--- src/rtl/idct_pkg.sv ---
// Shared helpers for the IDCT butterfly datapath: output width derivation,
// saturation bounds for a given width and lane slice positioning.
package idct_pkg;

   function automatic int out_width(input int data_w, input int sat);
      return (sat != 0) ? data_w : data_w + 1;
   endfunction

   function automatic longint sat_max(input int width);
      return (longint'(1) <<< (width - 1)) - 1;
   endfunction

   function automatic longint sat_min(input int width);
      return -(longint'(1) <<< (width - 1));
   endfunction

   // Lanes are packed LSB-first, so lane i starts at bit i*width.
   function automatic int lane_lsb(input int lane, input int width);
      return lane * width;
   endfunction

endpackage

--- src/rtl/idct_bfly_lane.sv ---
// Single-lane butterfly: a+b and a-b at DATA_W+1 precision, optionally
// clamped back to DATA_W with a flag when either result was clamped.
module idct_bfly_lane
   import idct_pkg::*;
#(
   parameter int DATA_W = 16,
   parameter int SAT    = 0,
   localparam int OUT_W = out_width(DATA_W, SAT)
) (
   input  logic signed [DATA_W-1:0] a,
   input  logic signed [DATA_W-1:0] b,
   output logic signed [OUT_W-1:0]  sum,
   output logic signed [OUT_W-1:0]  dif,
   output logic                     clamped
);

   logic signed [DATA_W:0] sum_full;
   logic signed [DATA_W:0] dif_full;

   assign sum_full = {a[DATA_W-1], a} + {b[DATA_W-1], b};
   assign dif_full = {a[DATA_W-1], a} - {b[DATA_W-1], b};

   if (SAT != 0) begin : g_sat
      localparam logic signed [DATA_W:0] MAX_V = (DATA_W + 1)'(sat_max(DATA_W));
      localparam logic signed [DATA_W:0] MIN_V = (DATA_W + 1)'(sat_min(DATA_W));

      logic sum_clamp;
      logic dif_clamp;

      always_comb begin
         sum       = sum_full[OUT_W-1:0];
         sum_clamp = 1'b0;
         if (sum_full > MAX_V) begin
            sum       = MAX_V[OUT_W-1:0];
            sum_clamp = 1'b1;
         end else if (sum_full < MIN_V) begin
            sum       = MIN_V[OUT_W-1:0];
            sum_clamp = 1'b1;
         end
      end

      always_comb begin
         dif       = dif_full[OUT_W-1:0];
         dif_clamp = 1'b0;
         if (dif_full > MAX_V) begin
            dif       = MAX_V[OUT_W-1:0];
            dif_clamp = 1'b1;
         end else if (dif_full < MIN_V) begin
            dif       = MIN_V[OUT_W-1:0];
            dif_clamp = 1'b1;
         end
      end

      assign clamped = sum_clamp | dif_clamp;
   end else begin : g_full
      assign sum     = sum_full;
      assign dif     = dif_full;
      assign clamped = 1'b0;
   end

endmodule

--- src/rtl/idct_butterfly_pipe.sv ---
// Pipelined N-lane butterfly stage with valid/ready flow control, a block
// row counter on the output side and a sticky saturation flag.
module idct_butterfly_pipe
   import idct_pkg::*;
#(
   parameter int DATA_W      = 16,
   parameter int N_LANES     = 4,
   parameter int PIPE_STAGES = 2,
   parameter int SAT         = 0,
   parameter int BLOCK_ROWS  = 8,
   localparam int OUT_W      = out_width(DATA_W, SAT),
   localparam int ROW_W      = $clog2(BLOCK_ROWS)
) (
   input  logic                       clk,
   input  logic                       rst,
   input  logic                       in_valid,
   output logic                       in_ready,
   input  logic [N_LANES*DATA_W-1:0]  in_a,
   input  logic [N_LANES*DATA_W-1:0]  in_b,
   output logic                       out_valid,
   input  logic                       out_ready,
   output logic [N_LANES*OUT_W-1:0]   out_sum,
   output logic [N_LANES*OUT_W-1:0]   out_dif,
   output logic [ROW_W-1:0]           out_row,
   output logic                       out_last,
   output logic                       sat_flag,
   input  logic                       sat_clr
);

   localparam logic [ROW_W-1:0] LAST_ROW = ROW_W'(BLOCK_ROWS - 1);

   logic [N_LANES*OUT_W-1:0] comb_sum;
   logic [N_LANES*OUT_W-1:0] comb_dif;
   logic [N_LANES-1:0]       lane_clamp;

   logic [PIPE_STAGES-1:0]   valid_q;
   logic [PIPE_STAGES-1:0]   ready;
   logic [N_LANES*OUT_W-1:0] sum_q [PIPE_STAGES];
   logic [N_LANES*OUT_W-1:0] dif_q [PIPE_STAGES];
   logic                     in_hs;
   logic                     out_hs;

   for (genvar i = 0; i < N_LANES; i++) begin : g_lane
      idct_bfly_lane #(
         .DATA_W (DATA_W),
         .SAT    (SAT)
      ) u_lane (
         .a       (in_a[lane_lsb(i, DATA_W) +: DATA_W]),
         .b       (in_b[lane_lsb(i, DATA_W) +: DATA_W]),
         .sum     (comb_sum[lane_lsb(i, OUT_W) +: OUT_W]),
         .dif     (comb_dif[lane_lsb(i, OUT_W) +: OUT_W]),
         .clamped (lane_clamp[i])
      );
   end

   // Unrolled form of ready_k = !valid_k || ready_{k+1}: stage k can load
   // unless it and every stage downstream of it is full and out_ready is low.
   for (genvar k = 0; k < PIPE_STAGES; k++) begin : g_ready
      assign ready[k] = out_ready || !(&valid_q[PIPE_STAGES-1:k]);
   end

   assign in_ready  = ready[0];
   assign in_hs     = in_valid && ready[0];
   assign out_valid = valid_q[PIPE_STAGES-1];
   assign out_hs    = out_valid && out_ready;
   assign out_sum   = sum_q[PIPE_STAGES-1];
   assign out_dif   = dif_q[PIPE_STAGES-1];
   assign out_last  = out_valid && (out_row == LAST_ROW);

   always_ff @(posedge clk) begin
      if (rst) begin
         for (int k = 0; k < PIPE_STAGES; k++) begin
            valid_q[k] <= 1'b0;
            sum_q[k]   <= '0;
            dif_q[k]   <= '0;
         end
      end else begin
         if (ready[0]) begin
            valid_q[0] <= in_valid;
            sum_q[0]   <= comb_sum;
            dif_q[0]   <= comb_dif;
         end
         for (int k = 1; k < PIPE_STAGES; k++) begin
            if (ready[k]) begin
               valid_q[k] <= valid_q[k-1];
               sum_q[k]   <= sum_q[k-1];
               dif_q[k]   <= dif_q[k-1];
            end
         end
      end
   end

   always_ff @(posedge clk) begin
      if (rst) begin
         out_row <= '0;
      end else if (out_hs) begin
         out_row <= (out_row == LAST_ROW) ? '0 : out_row + 1'b1;
      end
   end

   // A clamp on the accepted beat takes priority over a simultaneous clear.
   always_ff @(posedge clk) begin
      if (rst) begin
         sat_flag <= 1'b0;
      end else if ((SAT != 0) && in_hs && (|lane_clamp)) begin
         sat_flag <= 1'b1;
      end else if (sat_clr) begin
         sat_flag <= 1'b0;
      end
   end

endmodule
--- config.mk ---
export PLATFORM = sky130hd
export DESIGN_NAME = idct_butterfly_pipe
export DESIGN_NICKNAME = d
export VERILOG_FILES = /design/src/rtl/idct_pkg.sv /design/src/rtl/idct_bfly_lane.sv /design/src/rtl/idct_butterfly_pipe.sv
export SDC_FILE = /design/constraint.sdc
export NUM_CORES = 1
export LEC_CHECK = 0
export ABC_AREA = 1
export CORE_MARGIN = 1.5
export CORE_UTILIZATION = 46
export DETAILED_ROUTE_END_ITERATION = 10
export GPL_TIMING_DRIVEN = 1
export HOLD_SLACK_MARGIN = 0.06
export PLACE_DENSITY = 0.69
export SLEW_MARGIN = 30
export SYNTH_ARGS = -nofsm -noshare
export SYNTH_HDL_FRONTEND = slang
export SYNTH_SLANG_ARGS = --single-unit
--- constraint.sdc ---
create_clock -name clk -period 5.7 [get_ports clk]
set_input_delay 1.71 -clock clk [delete_from_list [all_inputs] [get_ports clk]]
set_output_delay 1.71 -clock clk [all_outputs]
set_load 0.03 [all_outputs]
==> results.md <==
- DR iter-0 viols: approximately 900
- CTS tree: done
- Grt total ovfl: 0
- Top Ports: approximately 280
- PwrDens: 263 mW/mm²
- Crit Path Category: input port to primary output
- Hold Crit Endpoint: out_row[2]
- Maxcap violations: 0
- # DRC: 0
- Hold path start: out_row[2]
- FP Rows: between 70 and 80
- I/O Buffers: about 270
- Fmax achieved: between 150 and 200 MHz
- Fin crit period: 5.01 ns
- Num CTS Buffers: 30
- Setup crit start kind: input port
- Total track usage: 20.8%
- Dpl hpwl: around 33000 µm
- Clock-pin slew of the registers on the worst-case setup and hold paths: 0.06 ns
- Core ar.: ~0.04 mm²
- CP required: 3.99 ns
- Arr. time, crit path: 3.30 ns
- CP Capture Type: primary output
- Reg area: between 0.008 and 0.009 mm²
- Reg-to-reg endpoint: dif_q[0][38]
- Ys Warns: 0
- Synth Register Bits: ~270
- DRT Wirelength: about 44000 µm
- Hold WS: between 0.5 and 0.6 ns
- Wirelength per Cell: between 10 and 15 µm
- Antenna viol nets, final: 0
- Clock root buffer: clkbuf_16
- Critical path peak fanout: 3
- Top cell type's share of synthesized area: between 40% and 50%
- Worst R2R Path Depth: 9
- Max clock buf depth: 3
- Design area: 0.0218 mm²
- Max Slew Vio Count: 0
- Tot Pwr: 5.74 mW
- Gpl congestion: between 0.9 and 1
- Worst R2R Start: valid_q[1]
- Area contributors post-synth: edfxtp_1, nand2_1, inv_1
- Worst-Margin Slew: 0.782 ns
- Layout area overhead: 16.2%
- Skew-Pair Late Insertion Delay: 0.58 ns
- Multi-input logic area: 0.00737 mm²
- VDD IR max: 0.217 mV
- DIE WIDTH: approximately 200 µm
- Placed inst area: 0.0209 mm²
- Netlist Area Pre-Place: between 0.015 and 0.02 mm²
- Post-CTS Repair Setup Buffers: 0
- Sink Count: 269
- Final period utilization: approximately 88%
- Hold Crit Class: flip-flop to flip-flop
- Clock skew: roughly 0.030 ns
- Mean post-synth cell area: around 7.7 µm²
- Hold Path Stages: 2
- Pre-CTS setup slack: 0.674 ns
- Run status: finished clean
- Setup TNS: 0 ns
- Detailed-route via count: about 15000
- # resized after CTS: 0
- Final net count: ~2800
- CTS H-tree lvls: 1
- Post-synth net total: between 2000 and 3000
- Commonest non-fill, non-tap cell in the layout: nand2_1
- First-pass GRT wire length: around 71000 µm
- Post-Synthesis Cells: 2432
- Die area: 0.0420 mm²
- Most frequent cells in the layout: nand2_1, inv_1, nor2_1
- Detailed Routing Iterations Pass 1: 7
- Leakage: 10.9 nW
- Post-synthesis sequential area ratio: a little over two fifths
- Final WS setup: between 0.6 and 0.7 ns
- RSZ-0062 raised after global routing: false
- Hold Fails Final Rpt: 0
- FF-to-FF setup slack: 3.24 ns
- Die Y: about 200 µm
- Hold buffers post-CTS: 0
- Largest net degree at the start of global routing: 62
- Netlist cell types: 31
- Initial antenna violation count: 3
- Fillers: 3761
- Max-slew headroom: between 40% and 50%
- Starting Density: between 40% and 50%
- Vias/cell: about 4.8
- Number of global-route vias before repair: approximately 14000
- Final setup vio count: 0
- Share of cells above drive strength 1: under 10%
- Yosys top cell by area: edfxtp_1
-- power breakdown --
group / total [mW] / internal (mW) / switching, mW
combinational: 1.43 / 0.529 / 0.904
sequential: 2.47 / 2.41 / 0.0606
clock: 1.83 / 1.04 / 0.794
total: 5.74 / 3.98 / 1.76
-- cells by family (layout without fill, tap and decap cells) --
group | count (synthesis) | after routing | share of synthesized area [%]
AND/OR/NAND/NOR | 1032 | 1032 | 22.1
buffers and inverters | 719 | 861 | 18.0
AO/OA/AOI/OAI | 273 | 273 | 7.53
flip-flops | 269 | 269 | 42.8
adder cells (fa/ha/maj) | 138 | 138 | 9.53
other | 1 | 2 | 0.0200
-- cell type report --
cell class,instances,area share (%)
antenna,1,0.0115
inverter,524,9.05
sequential,269,36.8
timing repair buffer,282,13.0
multi-input combinational,1444,33.8
clock inverter,16,0.546
clock buffer,39,3.70
tap,525,3.01
-- synthesized netlist by cell type, drive strengths merged --
library cell	count
nand2	573
inv	524
nor2	302
edfxtp	264
a21oi	194
buf	191
ha	130
nand3	99
o21ai	61
nor3	23
and2	18
o21bai	12
nand4	9
fa	8
or2	7
o21a	6
dfxtp	5
clkbuf	4
conb	1
nor3b	1
-- through the flow --
stage	instances	util (%)
2_1_floorplan	2432	-
3_3_place_gp	3044	52.1
3_5_place_dp	3044	52.1
4_1_cts	3099	54.5
5_1_grt	3099	54.5
6_report	3100	54.5
-- worst max-delay path, cell delays in order --
cell and delay [ns]:
clkdlybuf4s50_1 0.43, nor2_1 0.27, inv_2 0.08, nor2_4 0.16, inv_1 0.05, clkdlybuf4s50_1 0.59
-- state kept, by name, summed over array words and instances, names as in the netlist --
register and count:
dif_q 135, out_row 3, sum_q 129, valid_q 2
-- worst max-delay path by stage --
stage               depth (start not counted)       from          end
floorplan                                   4  out_ready  dif_q[0][0]
global placement                            6  out_ready     in_ready
detailed placement                          6  out_ready     in_ready
CTS                                         6  out_ready     in_ready
global route                                6  out_ready     in_ready
finish                                      6  out_ready     in_ready
-- per-layer routing --
metal | GRT usage [%] | up-vias | share of wire [%]
li1 | - | 7652 | -
met1 | 27.2 | 6736 | 45
met2 | 35.6 | 388 | 47
met3 | 3.74 | 61 | 6.5
met4 | 5.21 | 4 | 1.7
met5 | 0 | - | 0.062
Power figures use the tool's default switching activity.
